$ cat src/rtl/uart_tx_arbiter_if.sv
// Requester/Tx-engine bundle around the arbiter; master is the arbiter side,
// slave is the requesters plus the Tx engine.
interface uart_tx_arbiter_if #(
  parameter int N = 4
);
  logic [N-1:0]   req;
  logic [8*N-1:0] req_data;
  logic [N-1:0]   grant;
  logic           tx_send;
  logic [7:0]     tx_data;
  logic           tx_busy;
  logic           active;
  logic           err;

  modport master (
    input  req, req_data, tx_busy,
    output grant, tx_send, tx_data, active, err
  );

  modport slave (
    output req, req_data, tx_busy,
    input  grant, tx_send, tx_data, active, err
  );
endinterface

$ cat src/rtl/uart_tx_arbiter.sv
// Round-robin share of one UART Tx engine among N byte requesters; grant 1 clk and send 2 clks after req is sampled.
// Requesters hold req until granted; engine busy, start timeout and the inter-frame gap stall all new grants.
module uart_tx_arbiter #(
  parameter int N          = 4,
  parameter int GAP_CYCLES = 16,
  parameter int START_TO   = 1024
) (
  input  logic              clk,
  input  logic              rst_n,
  uart_tx_arbiter_if.master bus
);

  localparam int PW      = (N > 1) ? $clog2(N) : 1;
  localparam int CNT_MAX = (GAP_CYCLES > START_TO) ? GAP_CYCLES : START_TO;
  localparam int CW      = $clog2(CNT_MAX + 1);
  localparam logic [CW-1:0] TO_LAST  = CW'(START_TO - 1);
  localparam logic [CW-1:0] GAP_LAST = CW'((GAP_CYCLES > 0) ? GAP_CYCLES - 1 : 0);

  typedef enum logic [2:0] {
    IDLE,
    LOAD,
    SEND,
    WAIT_BUSY,
    WAIT_DONE,
    GAP
  } state_t;

  state_t        state, state_nxt;
  logic [PW-1:0] ptr, ptr_nxt;
  logic [PW-1:0] sel, sel_nxt;
  logic [PW-1:0] pick, idx;
  logic          pick_vld;
  logic [CW-1:0] cnt, cnt_nxt;
  logic [7:0]    tx_data_q, tx_data_nxt;

  // First requester at or after the pointer, wrapping modulo N.
  always_comb begin
    pick     = '0;
    pick_vld = 1'b0;
    idx      = ptr;
    for (int i = 0; i < N; i++) begin
      if (!pick_vld && bus.req[idx]) begin
        pick     = idx;
        pick_vld = 1'b1;
      end
      idx = (idx == PW'(N - 1)) ? '0 : idx + 1'b1;
    end
  end

  always_comb begin
    state_nxt   = state;
    ptr_nxt     = ptr;
    sel_nxt     = sel;
    cnt_nxt     = cnt;
    tx_data_nxt = tx_data_q;
    bus.grant   = '0;
    bus.tx_send = 1'b0;
    bus.err     = 1'b0;

    case (state)
      IDLE: begin
        if (pick_vld) begin
          sel_nxt   = pick;
          state_nxt = LOAD;
        end
      end

      // sel was latched in IDLE, so a req dropped now is still served.
      LOAD: begin
        bus.grant = {{(N-1){1'b0}}, 1'b1} << sel;
        for (int i = 0; i < N; i++) begin
          if (sel == PW'(i)) tx_data_nxt = bus.req_data[8*i +: 8];
        end
        ptr_nxt   = (sel == PW'(N - 1)) ? '0 : sel + 1'b1;
        state_nxt = SEND;
      end

      SEND: begin
        bus.tx_send = 1'b1;
        cnt_nxt     = '0;
        state_nxt   = WAIT_BUSY;
      end

      // Busy is level-tested: an engine that is already busy counts as started.
      WAIT_BUSY: begin
        if (bus.tx_busy) begin
          state_nxt = WAIT_DONE;
        end else if (cnt == TO_LAST) begin
          bus.err   = 1'b1;
          state_nxt = IDLE;
        end else begin
          cnt_nxt = cnt + 1'b1;
        end
      end

      WAIT_DONE: begin
        if (!bus.tx_busy) begin
          cnt_nxt   = '0;
          state_nxt = (GAP_CYCLES > 0) ? GAP : IDLE;
        end
      end

      GAP: begin
        if (cnt == GAP_LAST) state_nxt = IDLE;
        else                 cnt_nxt   = cnt + 1'b1;
      end

      default: state_nxt = IDLE;
    endcase
  end

  always_ff @(posedge clk or negedge rst_n) begin
    if (!rst_n) begin
      state     <= IDLE;
      ptr       <= '0;
      sel       <= '0;
      cnt       <= '0;
      tx_data_q <= 8'h00;
    end else begin
      state     <= state_nxt;
      ptr       <= ptr_nxt;
      sel       <= sel_nxt;
      cnt       <= cnt_nxt;
      tx_data_q <= tx_data_nxt;
    end
  end

  assign bus.tx_data = tx_data_q;
  assign bus.active  = (state != IDLE);

endmodule

$ cat src/flat_wrapper.sv
// flat-port wrapper written by rule: the top's interface ports become plain ports
module uart_tx_arbiter_flat 
#(
  parameter int N          = 4,
  parameter int GAP_CYCLES = 16,
  parameter int START_TO   = 1024
)
  (clk, rst_n, bus_req, bus_req_data, bus_tx_busy, bus_grant, bus_tx_send, bus_tx_data, bus_active, bus_err);
  uart_tx_arbiter_if #(.N(N)) bus_i ();
  input  logic clk;
  input  logic rst_n;
  input wire logic [$bits(bus_i.req)-1:0] bus_req;
  input wire logic [$bits(bus_i.req_data)-1:0] bus_req_data;
  input wire logic [$bits(bus_i.tx_busy)-1:0] bus_tx_busy;
  output wire logic [$bits(bus_i.grant)-1:0] bus_grant;
  output wire logic [$bits(bus_i.tx_send)-1:0] bus_tx_send;
  output wire logic [$bits(bus_i.tx_data)-1:0] bus_tx_data;
  output wire logic [$bits(bus_i.active)-1:0] bus_active;
  output wire logic [$bits(bus_i.err)-1:0] bus_err;
  assign bus_i.req = bus_req;
  assign bus_i.req_data = bus_req_data;
  assign bus_i.tx_busy = bus_tx_busy;
  assign bus_grant = bus_i.grant;
  assign bus_tx_send = bus_i.tx_send;
  assign bus_tx_data = bus_i.tx_data;
  assign bus_active = bus_i.active;
  assign bus_err = bus_i.err;
  uart_tx_arbiter #(.N(N), .GAP_CYCLES(GAP_CYCLES), .START_TO(START_TO)) u_core (.clk(clk), .rst_n(rst_n), .bus(bus_i));
endmodule
$ cat config.mk
export PLATFORM = sky130hd
export DESIGN_NAME = uart_tx_arbiter_flat
export DESIGN_NICKNAME = d
export VERILOG_FILES = /design/src/rtl/uart_tx_arbiter_if.sv /design/src/rtl/uart_tx_arbiter.sv /design/src/flat_wrapper.sv
export SDC_FILE = /design/constraint.sdc
export NUM_CORES = 1
export LEC_CHECK = 0
export ABC_AREA = 1
export CAP_MARGIN = 20
export CORE_MARGIN = 8
export CORE_UTILIZATION = 30
export DETAILED_ROUTE_END_ITERATION = 10
export PLACE_DENSITY_LB_ADDON = 0.25
export SETUP_SLACK_MARGIN = 0.5
export SLEW_MARGIN = 30
export SYNTH_ARGS = -nofsm -noshare
export SYNTH_HDL_FRONTEND = slang
export SYNTH_SLANG_ARGS = --single-unit
$ cat constraint.sdc
create_clock -name clk -period 1.97 [get_ports clk]
set_input_delay 0.4925 -clock clk [delete_from_list [all_inputs] [get_ports clk]]
set_output_delay 0.4925 -clock clk [all_outputs]
set_load 0.02 [all_outputs]
# Yosys cells after proc, flatten, opt, wreduce, memory -nomap -nowiden
# Cells that the tools add are included.
dict set report op_classes {
  n_addsub 5
  magnitude_cmp 4
  n_eq_ne 20
  shifts 1
  mux 40
  reduce_logical 15
}
# op n
set op_table {}
lappend op_table {{$mux 11} 4}
lappend op_table {{$pmux 11 s4} 1}
lappend op_table {{$mux 8} 4}
lappend op_table {{$pmux 3 s6} 1}
lappend op_table {{$mux 2} 8}
lappend op_table {{$mux 3} 5}
lappend op_table {{$lt 2x3->1 const B} 4}
lappend op_table {{$mux 1} 12}
lappend op_table {{$add 11x1->11 const B} 1}
lappend op_table {{$eq 11x10->1 const B} 1}
lappend op_table {{$eq 11x4->1 const B} 1}
lappend op_table {{$eq 2x2->1 const B} 5}
lappend op_table {{$add 2x1->2 const B} 4}
lappend op_table {{$bmux 1 s2} 4}
lappend op_table {{$ne 2x2->1 const B} 4}
lappend op_table {{$reduce_bool 4->1} 2}
lappend op_table {{$eq 3x2->1 const B} 2}
lappend op_table {{$eq 3x3->1 const B} 2}
lappend op_table {{$reduce_and 5->1} 1}
lappend op_table {{$mux 4} 1}
lappend op_table {{$ne 2x1->1 const B} 2}
lappend op_table {{$reduce_and 2->1} 2}
lappend op_table {{$reduce_and 4->1} 1}
lappend op_table {{$shl 1x2->4 const A} 1}
lappend op_table {{other kinds (8)} 12}
dict set report word_totals {
  regBits 26
  in_bits 39
  out_inout_bits 15
  wordCells 90
}

# Depth between registers and ports, before layout
# Gate-level depths: netlist of the first run.
dict set report logic_depth {
  ltp_word 14
  mapped_depth 12
  mapped_depth_nobuf 11
}

# Worst setup path after synthesis of the first run
# Ideal clock, no wire load.
dict set report synth_path {
  kind {register to output}
  from {register u_core.cnt[0]}
  to {output port bus_err}
  arrival_ps 1394
  required_ps 1477
  setup_slack_ps 83
  path_stages_with_launch 8
  path_buffers 0
  cell_sequence {dfrtp_1 ha_1 nand3_2 nor2_1 nand3_1 nor2_2 inv_1 nor2_1}
}
dict set report synth_between {
  elab_chain_cells 4
}
# element line
set synth_lines {}
lappend synth_lines {{start: declaration} uart_tx_arbiter.sv:33} ;# logic [CW-1:0] cnt, cnt_nxt;
lappend synth_lines {{start signal: assignment} uart_tx_arbiter.sv:123} ;# cnt <= cnt_nxt;
lappend synth_lines {{$eq 11x10->1} uart_tx_arbiter.sv:88} ;# end else if (cnt == TO_LAST) begin
lappend synth_lines {{$mux 1} uart_tx_arbiter.sv:88}
lappend synth_lines {{$mux 1} uart_tx_arbiter.sv:86} ;# if (bus.tx_busy) begin
lappend synth_lines {{$mux 1} uart_tx_arbiter.sv:60} ;# case (state)
lappend synth_lines {{end: declaration} flat_wrapper.sv:19} ;# output wire logic [$bits(bus_i.err)-1:0] bus_err;
# Every way passes these cells.

# Final worst setup path of the first run
dict set report layout_path {
  from {register u_core.state[1]}
  to {output port bus_grant[1]}
}
dict set report layout_between {
  elab_chain_cells 2
}
# element line
set layout_lines {}
lappend layout_lines {{start: declaration} uart_tx_arbiter.sv:28} ;# state_t state, state_nxt;
lappend layout_lines {{start signal: assignment} uart_tx_arbiter.sv:120} ;# state <= state_nxt;
lappend layout_lines {{$eq 3x1->1} uart_tx_arbiter.sv:60}
lappend layout_lines {{$mux 4} uart_tx_arbiter.sv:60}
lappend layout_lines {{end: declaration} flat_wrapper.sv:15} ;# output wire logic [$bits(bus_i.grant)-1:0] bus_grant;
# Every way passes these cells.

==> flow_metrics.env, run 1 <==
export IMPL_ant_nets=0
export IMPL_r2r_slack_ps=80
export IMPL_crit_path_end_kind="output port"
export IMPL_finalClockSkew_ps=8.464
export IMPL_drcViolationCount=0
export IMPL_syn_to_final_growth_pct=96.63
export IMPL_ys_ff_latch=26
export IMPL_synth_area_mux_share_pct=0
export IMPL_yosys_area_share_simple_pct=35.65
export IMPL_n_fill_cell=525
export IMPL_track_usage_pct=13.52
export IMPL_synth_edff_count=0
export IMPL_cts_htree_levels=1
export IMPL_multiInputGateArea_um2=1622
export IMPL_dr_pass1_iters=4
export IMPL_cts_sinks=26
export IMPL_grt_max_degree=27
export IMPL_crit_type="flip-flop to output port"
export IMPL_worst_setup_path_start_kind="flip-flop"
export IMPL_routabilityCongestion=0.8376
export IMPL_synth_top_family_by_area="simple AND/OR/NAND/NOR gates"
export IMPL_synthFlopType="dfrtp_1"
export IMPL_place_area_um2=2983
export IMPL_p_leak_nw=1.694
export IMPL_status="completed"
export IMPL_num_vias=2349
export IMPL_r2r_end="u_core.bus.tx_data[4]$_DFFE_PN0P_"
export IMPL_intPower_w=0.003180
export IMPL_r2r_start="u_core.state[1]$_DFFE_PN0P_"
export IMPL_grt_overflow=0
export IMPL_clockBufferDepth=2
export IMPL_portBuffers=53
export IMPL_clockRootBuffer="clkbuf_8"
export IMPL_grt_pass1_vias=2344
export IMPL_die_x_um=96.95
export IMPL_synth_nets=325
export IMPL_worst_pin_slew_ps=370.5
export IMPL_dieHeight_um=96.95
export IMPL_maxSlewViolCount=0
export IMPL_peakVddDrop_uv=775.9
export IMPL_power_frac_comb_pct=78.0
export IMPL_io_pins=54
export IMPL_yosys_area_top_type="dfrtp_1"
export IMPL_crit_fanout=4
export IMPL_yosysUniqueCellTypes=33
export IMPL_synth_seq_area_share_pct=33.10
export IMPL_stdcell_area_um2=3865
export IMPL_relSlewSlack_pct=75.04
export IMPL_synth_compound_area_share_pct=15.60
export IMPL_swShare_pct=46.12
export IMPL_power_switching_w=0.002722
export IMPL_synth_xor_area_share_pct=3.119
export IMPL_initialDrtViolationCount=79
export IMPL_hold_violations=0
export IMPL_via_per_inst=4.823
export IMPL_ctsHoldBuffers=0
export IMPL_power_w=0.005902
export IMPL_powerDensity_nw_per_um2=1527
export IMPL_seq_power_share_pct=14.2
export IMPL_fin_crit_sh_pct=98.69
export IMPL_synth_top_cell_area_share_pct=33.10
export IMPL_coreArea_um2=6350
export IMPL_antenna_found_initial=0
export IMPL_drv_cap=0
export IMPL_numCtsBuffers=3
export IMPL_finalWirelength_um=7016
export IMPL_final_util_pct=60.87
export IMPL_post_drt_wl_per_cell_um=14.41
export IMPL_grt_pass1_wl_um=10940
export IMPL_drive_gt1_share_pct=48.29
export IMPL_seqCellArea_um2=651.9
export IMPL_dieArea_um2=9398
export IMPL_hp_class="input pin to asynchronous set/reset pin"
export IMPL_synth_fa_ha_area_share_pct=3.819
export IMPL_syn_inst=280
export IMPL_clk_latency_ps=280
export IMPL_yosysWarnings=0
export IMPL_start_util_pct=30.96
export IMPL_synthTopCellsByArea="dfrtp_1 33%, nand2_1 14%, nor2_1 6.9%, nand3_1 5.3%, inv_1 4.6%"
export IMPL_layout_nets=456
export IMPL_row_count=29
export IMPL_worst_hold_slack_ps=571.2
export IMPL_rr_worst_depth=11
export IMPL_synthArstFlopShare_pct=100.0
export IMPL_clk_pin_slew_ps=90
export IMPL_synth_avg_cell_area_um2=7.020
export IMPL_setup_viol=0
export IMPL_cts_tree="built"
export IMPL_period_minus_slack_ps=1944
export IMPL_rsz0062_at_grt="true"
export IMPL_tns_ps=0
export IMPL_fmax_mhz=514.3
export IMPL_crit_arrival_ps=1450
export IMPL_dp_hpwl_um=4512
export IMPL_syn_area_um2=1966
export IMPL_num_antenna_cells=0
export IMPL_p_clk_share_pct=7.8
export IMPL_required_ps=1480
## timing repair
| item | 4_1_cts | 5_1_grt |
|---|---|---|
| pin swaps | 28 | 35 |
| buffers inserted | 18 | 15 |
| hold endpoints to repair | 0 | 0 |
| gates resized for setup | 136 | 59 |
| gates cloned | 1 | 0 |
| setup endpoints to repair | 38 | 32 |
## area by class of cell
class / count / share of cell area (%)
Timing Repair Buffer: 131 / 32.66
Clock buffer: 3 / 1.068
Tap cell: 77 / 2.493
Inverter: 35 / 4.176
Clock inverter: 1 / 0.7769
Multi-Input combinational cell: 214 / 41.96
Sequential cell: 26 / 16.87
## cell families after synthesis
logic type | after synthesis
buffers and inverters | 40
flip-flops | 26
adder cells (fa/ha/maj) | 6
XOR/XNOR | 7
AO/OA/AOI/OAI | 46
AND/OR/NAND/NOR | 155
## worst max-delay path: stages (launching register included)
cell and delay (ps):
dfrtp_1 410, inv_2 100, nand2_4 70, nor2_4 150
clkinv_4 120, buf_12 140, nor2_4 70, buf_6 110
## routing by layer
layer	share of wire, %	wire length, um	global-route usage, %
met5	0	0	0
met4	0.27	19	1.183
met3	4.3	304	2.774
met2	51	3579	24.90
met1	44	3113	16.12
## registers in the layout (all words and copies together) (netlist names)
register,cells
u_core.state,3
u_core.ptr,2
u_core.bus.tx_data,8
u_core.sel,2
u_core.cnt,11
## cells in the mapped netlist (all sizes together) (5+ instances only)
master	number
ha	6
xor2	6
a21oi	5
nand4	6
nand3	23
nand2	74
nor2	42
a22oi	7
a31oi	9
dfrtp	26
inv	34
nor3	7
o21ai	17
o21a	7
## how the worst max path moves through the flow
stage          slack, ps           end                   startpoint
6_report              30  bus_grant[1]  u_core.state[1]$_DFFE_PN0P_
3_3_place_gp        -190       bus_err    u_core.cnt[1]$_DFFE_PN0P_
4_1_cts               -5       bus_err    u_core.cnt[0]$_DFFE_PN0P_
2_1_floorplan        230       bus_err    u_core.cnt[0]$_DFFE_PN0P_
5_1_grt              -70       bus_err    u_core.cnt[1]$_DFFE_PN0P_
3_5_place_dp        -200       bus_err    u_core.cnt[1]$_DFFE_PN0P_
## through the flow
step,std cells,setup slack (ps)
floorplan,280,233.0
global route,487,-66.80
detailed placement,449,-200.5
finish,487,25.71
global placement,449,-186.7
CTS,472,-4.753
## power by group through the flow
stage	clock network [W]	registers, W	logic, W
2_1_floorplan	0	0.000952	0.00170
3_3_place_gp	0	0.000844	0.00277
3_5_place_dp	0	0.000849	0.00280
4_1_cts	0.000477	0.000844	0.00384
5_1_grt	0.000492	0.000852	0.00492
6_report	0.000463	0.000835	0.00460
## cell usage in the layout (no fill, tap or decap), types with 10 or more instances in the layout
master and n:
inv_1 19, buf_6 32, inv_2 10, nand2_1 43, clkdlybuf4s50_1 34, nand2_2 22, nand3_1 12, nor2_4 16
nor2_1 22, dfrtp_1 25, o21ai_0 11, buf_4 50
No activity file was read; power rests on OpenSTA's default activity.
==> inputs of run 2 (changes only) <==
CORE_MARGIN = 10   (was 8)
==> run 2 against run 1 <==
The run now ends with negative setup slack left. Global-route usage down 1.5 points. Sequential power rose by 5.5%. Clock skew is 4.8 ps higher. Sequential share of layout area grew 1.2 points. First-iteration DRC count down 41%. Total power decreased by 12%. Register-to-register slack improved by 170 ps. Fmax is 2.1% lower. Non-clock buffer count is 15 lower. Core utilization decreased by 4.0 points. Die area rose by 8.4%. Critical path depth is 1 higher.
==> flow_metrics.env, run 2 (synthesis results as in run 1) <==
export IMPL_die_x_um=100.9
export IMPL_setup_slack_ps=-16.59
export IMPL_p_leak_nw=1.592
export IMPL_grt_pass1_vias=2226
export IMPL_place_area_um2=2983
export IMPL_r2r_start="u_core.state[1]$_DFFE_PN0P_"
export IMPL_post_drt_wl_per_cell_um=14.01
export IMPL_status="complete, but fails checks"
export IMPL_cts_tree="built"
export IMPL_grt_overflow=0
export IMPL_initialDrtViolationCount=47
export IMPL_fmax_mhz=503.4
export IMPL_rsz0062_at_grt="true"
export IMPL_r2r_end="u_core.bus.tx_data[3]$_DFFE_PN0P_"
export IMPL_finalClockSkew_ps=13.22
export IMPL_cpMostUsedCell="nor2_4"
export IMPL_via_per_inst=4.841
export IMPL_clk_pin_slew_ps=90
export IMPL_row_count=29
export IMPL_portBuffers=53
export IMPL_clockRootBuffer="clkbuf_8"
export IMPL_grt_max_degree=27
export IMPL_required_ps=1480
export IMPL_crit_chain="ha_4 -> nand3_4 -> nor2_4 -> nand3_2 -> nor2_4 -> inv_2 -> nor2_4 -> buf_6"
export IMPL_io_pins=54
export IMPL_intPower_w=0.002738
export IMPL_grt_pass1_wl_um=10300
export IMPL_dieHeight_um=100.9
export IMPL_antenna_found_initial=0
export IMPL_n_fill_cell=548
export IMPL_setup_viol=1
export IMPL_peakVddDrop_uv=782.3
export IMPL_ctsHoldBuffers=0
export IMPL_cp_slowest_cell="dfrtp_1"
export IMPL_crit_path_end_kind="output port"
export IMPL_r2r_slack_ps=250
export IMPL_num_vias=2285
export IMPL_coreArea_um2=6350
export IMPL_place_ws_ps=-227.8
export IMPL_fin_crit_sh_pct=100.8
export IMPL_clockBufferDepth=2
export IMPL_rr_worst_depth=10
export IMPL_cts_htree_levels=1
export IMPL_clk_latency_ps=290
export IMPL_hp_class="flip-flop to flip-flop"
export IMPL_ant_nets=0
export IMPL_powerDensity_nw_per_um2=1435
export IMPL_power_switching_w=0.002446
export IMPL_worst_setup_path_start_kind="flip-flop"
export IMPL_crit_arrival_ps=1490
export IMPL_seq_power_share_pct=17.0
export IMPL_dieArea_um2=10190
export IMPL_crit_path_start="u_core.cnt[1]$_DFFE_PN0P_"
export IMPL_routabilityCongestion=0.8161
export IMPL_period_minus_slack_ps=1987
export IMPL_dr_pass1_iters=5
export IMPL_maxSlewViolCount=0
export IMPL_track_usage_pct=11.98
export IMPL_regMostFlops="u_core.cnt"
export IMPL_relSlewSlack_pct=76.90
export IMPL_final_common_cell="buf_4"
export IMPL_final_util_pct=56.91
export IMPL_violations="negative setup slack"
export IMPL_num_antenna_cells=0
export IMPL_start_util_pct=30.96
export IMPL_slowest_delay_ps=400
export IMPL_power_frac_comb_pct=74.0
export IMPL_drcViolationCount=0
export IMPL_numCtsBuffers=3
export IMPL_cts_sinks=26
export IMPL_endpoint="bus_err"
export IMPL_dp_hpwl_um=4554
export IMPL_hold_violations=0
export IMPL_layout_nets=441
export IMPL_drv_cap=0
export IMPL_syn_to_final_growth_pct=83.83
export IMPL_final_cell_mix="45 x buf_4, 44 x nand2_1, 34 x clkdlybuf4s50_1, 25 x nand2_2, 24 x dfrtp_1"
export IMPL_swShare_pct=47.18
export IMPL_crit_fanout=2
export IMPL_largest_reg_flops=11
export IMPL_crit_type="flip-flop to output port"
export IMPL_p_clk_share_pct=9.0
export IMPL_stdcell_area_um2=3613
export IMPL_finalWirelength_um=6611
export IMPL_worst_pin_slew_ps=346.5
export IMPL_drive_gt1_share_pct=46.08
export IMPL_worst_hold_slack_ps=552.0
[run 2: cell types whose count changed in the layout (fill, tap and decap cells not counted), sizes merged]
cell	previous run	this run
buf	86	72
dlygate4sd2	1	3
dlymetal6s2s	3	1
clkbuf	4	3
clkinv	2	1
inv	33	34
[run 2: worst min path at each step]
stage                                                  from                           endpoint  slack [ps]  cells after the start
final                             u_core.sel[0]$_DFFE_PN0P_          u_core.sel[0]$_DFFE_PN0P_         550                      2
after global placement            u_core.sel[1]$_DFFE_PN0P_          u_core.sel[1]$_DFFE_PN0P_         530                      2
after global routing      u_core.bus.tx_data[6]$_DFFE_PN0P_  u_core.bus.tx_data[6]$_DFFE_PN0P_         580                      2
after CTS                 u_core.bus.tx_data[1]$_DFFE_PN0P_  u_core.bus.tx_data[1]$_DFFE_PN0P_         540                      2
after floorplan                                       rst_n  u_core.bus.tx_data[0]$_DFFE_PN0P_         200                      0
after detailed placement          u_core.sel[1]$_DFFE_PN0P_          u_core.sel[1]$_DFFE_PN0P_         540                      2
[run 2: area by class of cell]
type | instances | area, um2 | share of cell area, %
Clock buffer | 3 | 41.29 | 1.143
Clock inverter | 1 | 30.03 | 0.8310
Inverter | 35 | 151.4 | 4.190
Multi-Input combinational cell | 214 | 1548 | 42.83
Sequential cell | 26 | 653.1 | 18.07
Tap cell | 77 | 96.34 | 2.666
Timing Repair Buffer | 116 | 1094 | 30.26
[run 2: repair_timing]
| action | CTS | global route |
|---|---|---|
| pin swaps | 33 | 24 |
| resized for setup | 129 | 54 |
| endpoints found under the setup margin | 38 | 34 |
| setup buffers | 11 | 8 |
[run 2: power groups by stage]
stage          Sequential, W  Clock (W)  Combinational, W
2_1_floorplan       0.000952          0           0.00170
3_3_place_gp        0.000844          0           0.00276
3_5_place_dp        0.000856          0           0.00279
4_1_cts             0.000862   0.000474           0.00339
5_1_grt             0.000905   0.000491           0.00418
6_report            0.000881   0.000465           0.00384
[run 2: metal layers]
| layer | vias to the layer above | global-route usage [%] | share of wire, % |
|---|---|---|---|
| met2 | 51 | 20.59 | 51 |
| met1 | 1068 | 14.97 | 42 |
| met5 | - | 0 | 0 |
| li1 | 1158 | - | - |
| met3 | 8 | 3.018 | 6.1 |
| met4 | 0 | 1.715 | 0.94 |
[run 2: metrics by stage]
step / setup TNS [ps] / cells / total power, W
final: -16.59 / 472 / 0.005184
after global routing: -112.9 / 472 / 0.005573
after CTS: -9.811 / 464 / 0.004730
after detailed placement: -335.4 / 449 / 0.003644
after global placement: -233.8 / 449 / 0.003599
after floorplan: 0 / 280 / 0.002650
[run 2: critical path, delay by kind of cell (launching register included)]
family        cells  cell delay (ps)
flops             1              400
simple gates      5              500
buf+inv           2              160
fa+ha+maj         1              160
==> inputs of run 3 (changes only) <==
CAP_MARGIN = default   (was 20)
==> results of run 3 <==
The final DEF is identical to that of run 2; final timing and power are the same.
